**config.mk**
```make
export PLATFORM = sky130hd
export DESIGN_NAME = io_bus_arbiter
export DESIGN_NICKNAME = d
export VERILOG_FILES = /design/src/rtl/io_bus_arbiter.sv
export SDC_FILE = /design/constraint.sdc
export NUM_CORES = 1
export LEC_CHECK = 0
export BUFFER_PORTS_ARGS = -buffer_cell sky130_fd_sc_hd__buf_4
export CAP_MARGIN = 20
export CORE_ASPECT_RATIO = 1.75
export CORE_MARGIN = 5
export CORE_UTILIZATION = 40
export DETAILED_ROUTE_END_ITERATION = 6
export PLACE_DENSITY = 0.73
export SYNTH_ARGS = -nofsm -noshare
export SYNTH_HDL_FRONTEND = slang
export SYNTH_SLANG_ARGS = --single-unit
export TNS_END_PERCENT = 30
```
**constraint.sdc**
```tcl
create_clock -name clk -period 2.1 [get_ports clk]
set_input_delay 0.21 -clock clk [delete_from_list [all_inputs] [get_ports clk]]
set_output_delay 0.21 -clock clk [all_outputs]
set_load 0.02 [all_outputs]
```
**src/rtl/io_bus_arbiter.sv**
```systemverilog
// Two-master arbiter and access sequencer for the shared peripheral I/O bus.
// Optional round-robin arbitration is built when IO_ARB_RR_EN is defined (fixed m0 priority otherwise).
`ifndef IO_CTRL_WRITE
`define IO_CTRL_WRITE 1'b1
`endif
`ifndef IO_CTRL_READ
`define IO_CTRL_READ 1'b0
`endif

module io_bus_arbiter #(
   parameter int ADDR_W        = 16,
   parameter int DATA_W        = 16,
   parameter int ACCESS_CYCLES = 2
) (
   input  logic              clk,
   input  logic              rst,
   input  logic              m0_req,
   input  logic [ADDR_W-1:0] m0_addr,
   input  logic              m0_ctrl,
   input  logic [DATA_W-1:0] m0_wdata,
   output logic              m0_ack,
   output logic [DATA_W-1:0] m0_rdata,
   input  logic              m1_req,
   input  logic [ADDR_W-1:0] m1_addr,
   input  logic              m1_ctrl,
   input  logic [DATA_W-1:0] m1_wdata,
   output logic              m1_ack,
   output logic [DATA_W-1:0] m1_rdata,
   output logic              bus_en,
   output logic [ADDR_W-1:0] bus_addr,
   output logic              bus_ctrl,
   output logic [DATA_W-1:0] bus_wdata,
   output logic              bus_oe,
   input  logic [DATA_W-1:0] bus_rdata
);

   typedef enum logic [1:0] {S_IDLE, S_ACCESS, S_ACK} state_t;

   state_t            state, state_nxt;
   logic [3:0]        cnt, cnt_nxt;
   logic              gnt;
   logic              win;
   logic              load;
   logic [ADDR_W-1:0] sel_addr;
   logic              sel_ctrl;
   logic [DATA_W-1:0] sel_wdata;
   logic              nxt_ctrl;

`ifdef IO_ARB_RR_EN
   logic last_gnt;

   // On contention the master not granted last wins; a lone requester always wins.
   always_comb win = (m0_req && m1_req) ? ~last_gnt : m1_req;

   always_ff @(posedge clk or posedge rst) begin
      if (rst)       last_gnt <= 1'b1;
      else if (load) last_gnt <= win;
   end
`else
   always_comb win = ~m0_req;
`endif

   always_comb begin
      sel_addr  = win ? m1_addr  : m0_addr;
      sel_ctrl  = win ? m1_ctrl  : m0_ctrl;
      sel_wdata = win ? m1_wdata : m0_wdata;
   end

   always_comb begin
      state_nxt = state;
      cnt_nxt   = cnt;
      load      = 1'b0;
      case (state)
         S_IDLE: begin
            if (m0_req || m1_req) begin
               load      = 1'b1;
               cnt_nxt   = 4'(ACCESS_CYCLES - 1);
               state_nxt = S_ACCESS;
            end
         end
         S_ACCESS: begin
            if (cnt == 4'd0) state_nxt = S_ACK;
            else             cnt_nxt   = cnt - 4'd1;
         end
         S_ACK:   state_nxt = S_IDLE;
         default: state_nxt = S_IDLE;
      endcase
   end

   // ctrl of the transaction that will occupy the bus next cycle
   always_comb nxt_ctrl = load ? sel_ctrl : bus_ctrl;

   always_ff @(posedge clk or posedge rst) begin
      if (rst) begin
         state     <= S_IDLE;
         cnt       <= 4'd0;
         gnt       <= 1'b0;
         bus_en    <= 1'b0;
         bus_oe    <= 1'b0;
         bus_ctrl  <= 1'b0;
         bus_addr  <= '0;
         bus_wdata <= '0;
         m0_ack    <= 1'b0;
         m1_ack    <= 1'b0;
         m0_rdata  <= '0;
         m1_rdata  <= '0;
      end else begin
         state  <= state_nxt;
         cnt    <= cnt_nxt;
         bus_en <= (state_nxt == S_ACCESS);
         bus_oe <= (state_nxt == S_ACCESS) && (nxt_ctrl == `IO_CTRL_WRITE);
         m0_ack <= (state_nxt == S_ACK) && !gnt;
         m1_ack <= (state_nxt == S_ACK) &&  gnt;
         if (load) begin
            gnt       <= win;
            bus_addr  <= sel_addr;
            bus_ctrl  <= sel_ctrl;
            bus_wdata <= sel_wdata;
         end
         // Read data is taken on the final access edge, just before ACK.
         if (state == S_ACCESS && cnt == 4'd0 && bus_ctrl == `IO_CTRL_READ) begin
            if (gnt) m1_rdata <= bus_rdata;
            else     m0_rdata <= bus_rdata;
         end
      end
   end

endmodule

```
==> out/metrics.cfg <==
[status]
status=completed

[synthesis]
synth_fa_ha_area_share_pct=0.7666
synth_edf_count=0
synth_xor_area_share_pct=0
synth_cell_type_count=28
syn_nets=352
synth_largest_area_cell=dfrtp_1
ys_seq_area_share_pct=58.26
synth-main-ff-cell=dfrtp_1
async_flop_share_pct=100.0
synth_seq_cells=76
synth_compound_area_share_pct=12.11
synth_top_cell_area_share_pct=58.26
synth_top_family_by_area=multiplexers
yosys-top-cells-area=dfrtp_1 58%, mux2_2 11%, o21ai_0 11%, mux2i_1 10%, clkbuf_1 1.3%
synthSimpleGateAreaFrac_pct=4.025
synthMuxAreaShare_pct=21.81
syn_inst=264
yosys_warnings=0
netlist_area_sq_um=3264
syn_area_per_cell_sq_um=12.37

[sta]
slew_headroom_pct=54.97
post-route-period-util_pct=96.16
finalHoldViolCount=0
worst_slew_pin_slew_ns=0.6754
maxSlewViolCount=0
hold_ws_ns=0.1236
fin_ws_ns=0.08055
setup_viol=0
fin_crit_ns=2.019
clock.fmax_mhz=495.2
setup_tns_ns=0
skew_ns=0.005564
rsz0062_at_grt=false

[layout]
design_area_sq_um=4878
syn2layout_area_growth_pct=49.44
fin_cells=516
antenna_cells=0
num-nets-final=510
finalCoreUtilization_pct=61.27
drive_gt1_share_pct=51.41

[grt]
overflow=0
antenna_found_initial=0
grt_pass1_wl_um=13560
first_global_vias=2819
grt_max_degree=77
track_usage_pct=17.10

[worst_setup_path]
crit_type=reg -> reg
crit_path_start_kind=register
crit_required_ns=2.31
rr_endpoint=m0_rdata[4]$_DFFE_PP0P_
worstPathArrival_ns=2.23
critPathMaxFanout=8
worst-r2r-cell-count=7
rrSetupSlack_ns=0.08
r2r_start=cnt[0]$_DFFE_PP0P_
endpoint_kind=register

[placement]
post-place-ws_ns=0.05844
placed_area_sq_um=4544
dp.cells=498
gp_congestion=0.8231
dp_hpwl_um=6474
numPortBuffers=154

[route]
top_layer=met4
drc=0
route.met3.wl_um=600
vias=2725
first_pass_iters=4
antenna_left=0
drt_wl_total_um=8711
wl_per_cell_um=16.88
first_iter_violations=64
vias_per_cell=5.281
drt-met1-wl_um=3135
wl_met2_um=4827

[pwr]
power_density_nw_per_um2=1564
power_mw=7.630
p_leak_nw=2.379
ir_drop_mv=0.6876

[floorplanning]
io_pins=155
floorplan.initialDensity_pct=41.00
num_rows=43
core-area_sq_um=7963
die_h_um=129.5
die_area_sq_um=10140
die_width_um=78.29

[cts]
cts_tree=yes
cts.repair.resized=0
clockRootBuffer=clkbuf_16
clk_latency_ns=0.33
cts.sinks=76
htree_levels=3
cts-buffers-inserted=9
path_clk_slew_ns=0.06
clock_path_buffers=2

[worst_hold_path]
min_path_cells=2
hp-start=bus_rdata[5]
hp-class=in -> reg
hold_end=m1_rdata[5]$_DFFE_PP0P_

[flow_run]
cap_violations=0

[worst max-delay path: stages (launching register included)]
cell and delay [ns]:
dfrtp_1 0.37, inv_1 0.11, ha_1 0.20, or3b_4 0.43, nor4_4 0.13, buf_4 0.18
clkbuf_16 0.16, mux2_2 0.33
[synth_stat cells (all sizes together) (2+ instances only)]
cell type   n
nor2b       2
mux2       33
a21oi       2
mux2i      34
dfrtp      76
buf         6
ha          2
nor3        5
clkbuf     11
o22ai       3
nor2        3
o21ai      70
inv         6
[placed cells by master (no fill, tap or decap), types with 2 or more instances in the layout]
cell type / n
mux2_2: 33
a21oi_1: 2
clkbuf_16: 10
ha_1: 2
o22ai_1: 3
mux2i_1: 34
buf_4: 160
nor3_1: 5
clkinv_2: 3
inv_1: 5
clkinvlp_4: 2
o21ai_0: 69
nor2b_1: 2
buf_12: 2
dfrtp_1: 76
nor2_1: 2
[cell type report]
class	count	area, sq um
fillers	684	3084
clock buffers	10	239.0
inverters	6	26.28
well taps	90	112.6
multi-input cells	165	1270
clock inverters	5	52.55
flip-flops and latches	76	1902
repair buffers	164	1276
[how the worst max path moves through the flow]
stage	from	end	slack (ns)	cells after the start
floorplan	cnt[0]$_DFFE_PP0P_	m0_rdata[10]$_DFFE_PP0P_	0.02	6
global placement	cnt[0]$_DFFE_PP0P_	m0_rdata[0]$_DFFE_PP0P_	0.13	6
detailed placement	cnt[0]$_DFFE_PP0P_	m0_rdata[3]$_DFFE_PP0P_	0.06	6
CTS	cnt[0]$_DFFE_PP0P_	m0_rdata[6]$_DFFE_PP0P_	0.03	6
global route	cnt[0]$_DFFE_PP0P_	m0_rdata[11]$_DFFE_PP0P_	0.01	7
finish	cnt[0]$_DFFE_PP0P_	m0_rdata[4]$_DFFE_PP0P_	0.08	7
[per-layer routing]
layer  vias up  track usage (%)
li1       1272                -
met2       116            31.57
met1      1323            18.32
met3        14            4.242
met5         -                0
met4         0            7.415
[state kept, by name, summed over array words and instances (netlist names)]
signal and flops:
m0_ack 1, gnt 1, m1_ack 1, cnt 4, m1_rdata 16, bus_ctrl 1
bus_oe 1, state 2, bus_wdata 16, bus_addr 16, m0_rdata 16, bus_en 1
[timing repair]
item                                    4_1_cts  5_1_grt
endpoints found under the setup margin        0       16
hold buffers                                  1        0
setup buffers                                 0        1
endpoints found under the hold margin         6        0
[cell families (layout without fill, tap and decap cells)]
family / after synthesis / after routing
multiplexers: 67 / 67
buffers and inverters: 23 / 185
flip-flops: 76 / 76
AO/OA/AOI/OAI: 77 / 77
adder cells (fa/ha/maj): 2 / 2
AND/OR/NAND/NOR: 19 / 19
[power by group]
group | leakage, nW | switching [mW] | internal, mW
clock | 0.144 | 0.549 | 0.937
sequential | 0.918 | 0.404 | 2.19
combinational | 1.32 | 1.94 | 1.61
Power figures use the tool's default switching activity.
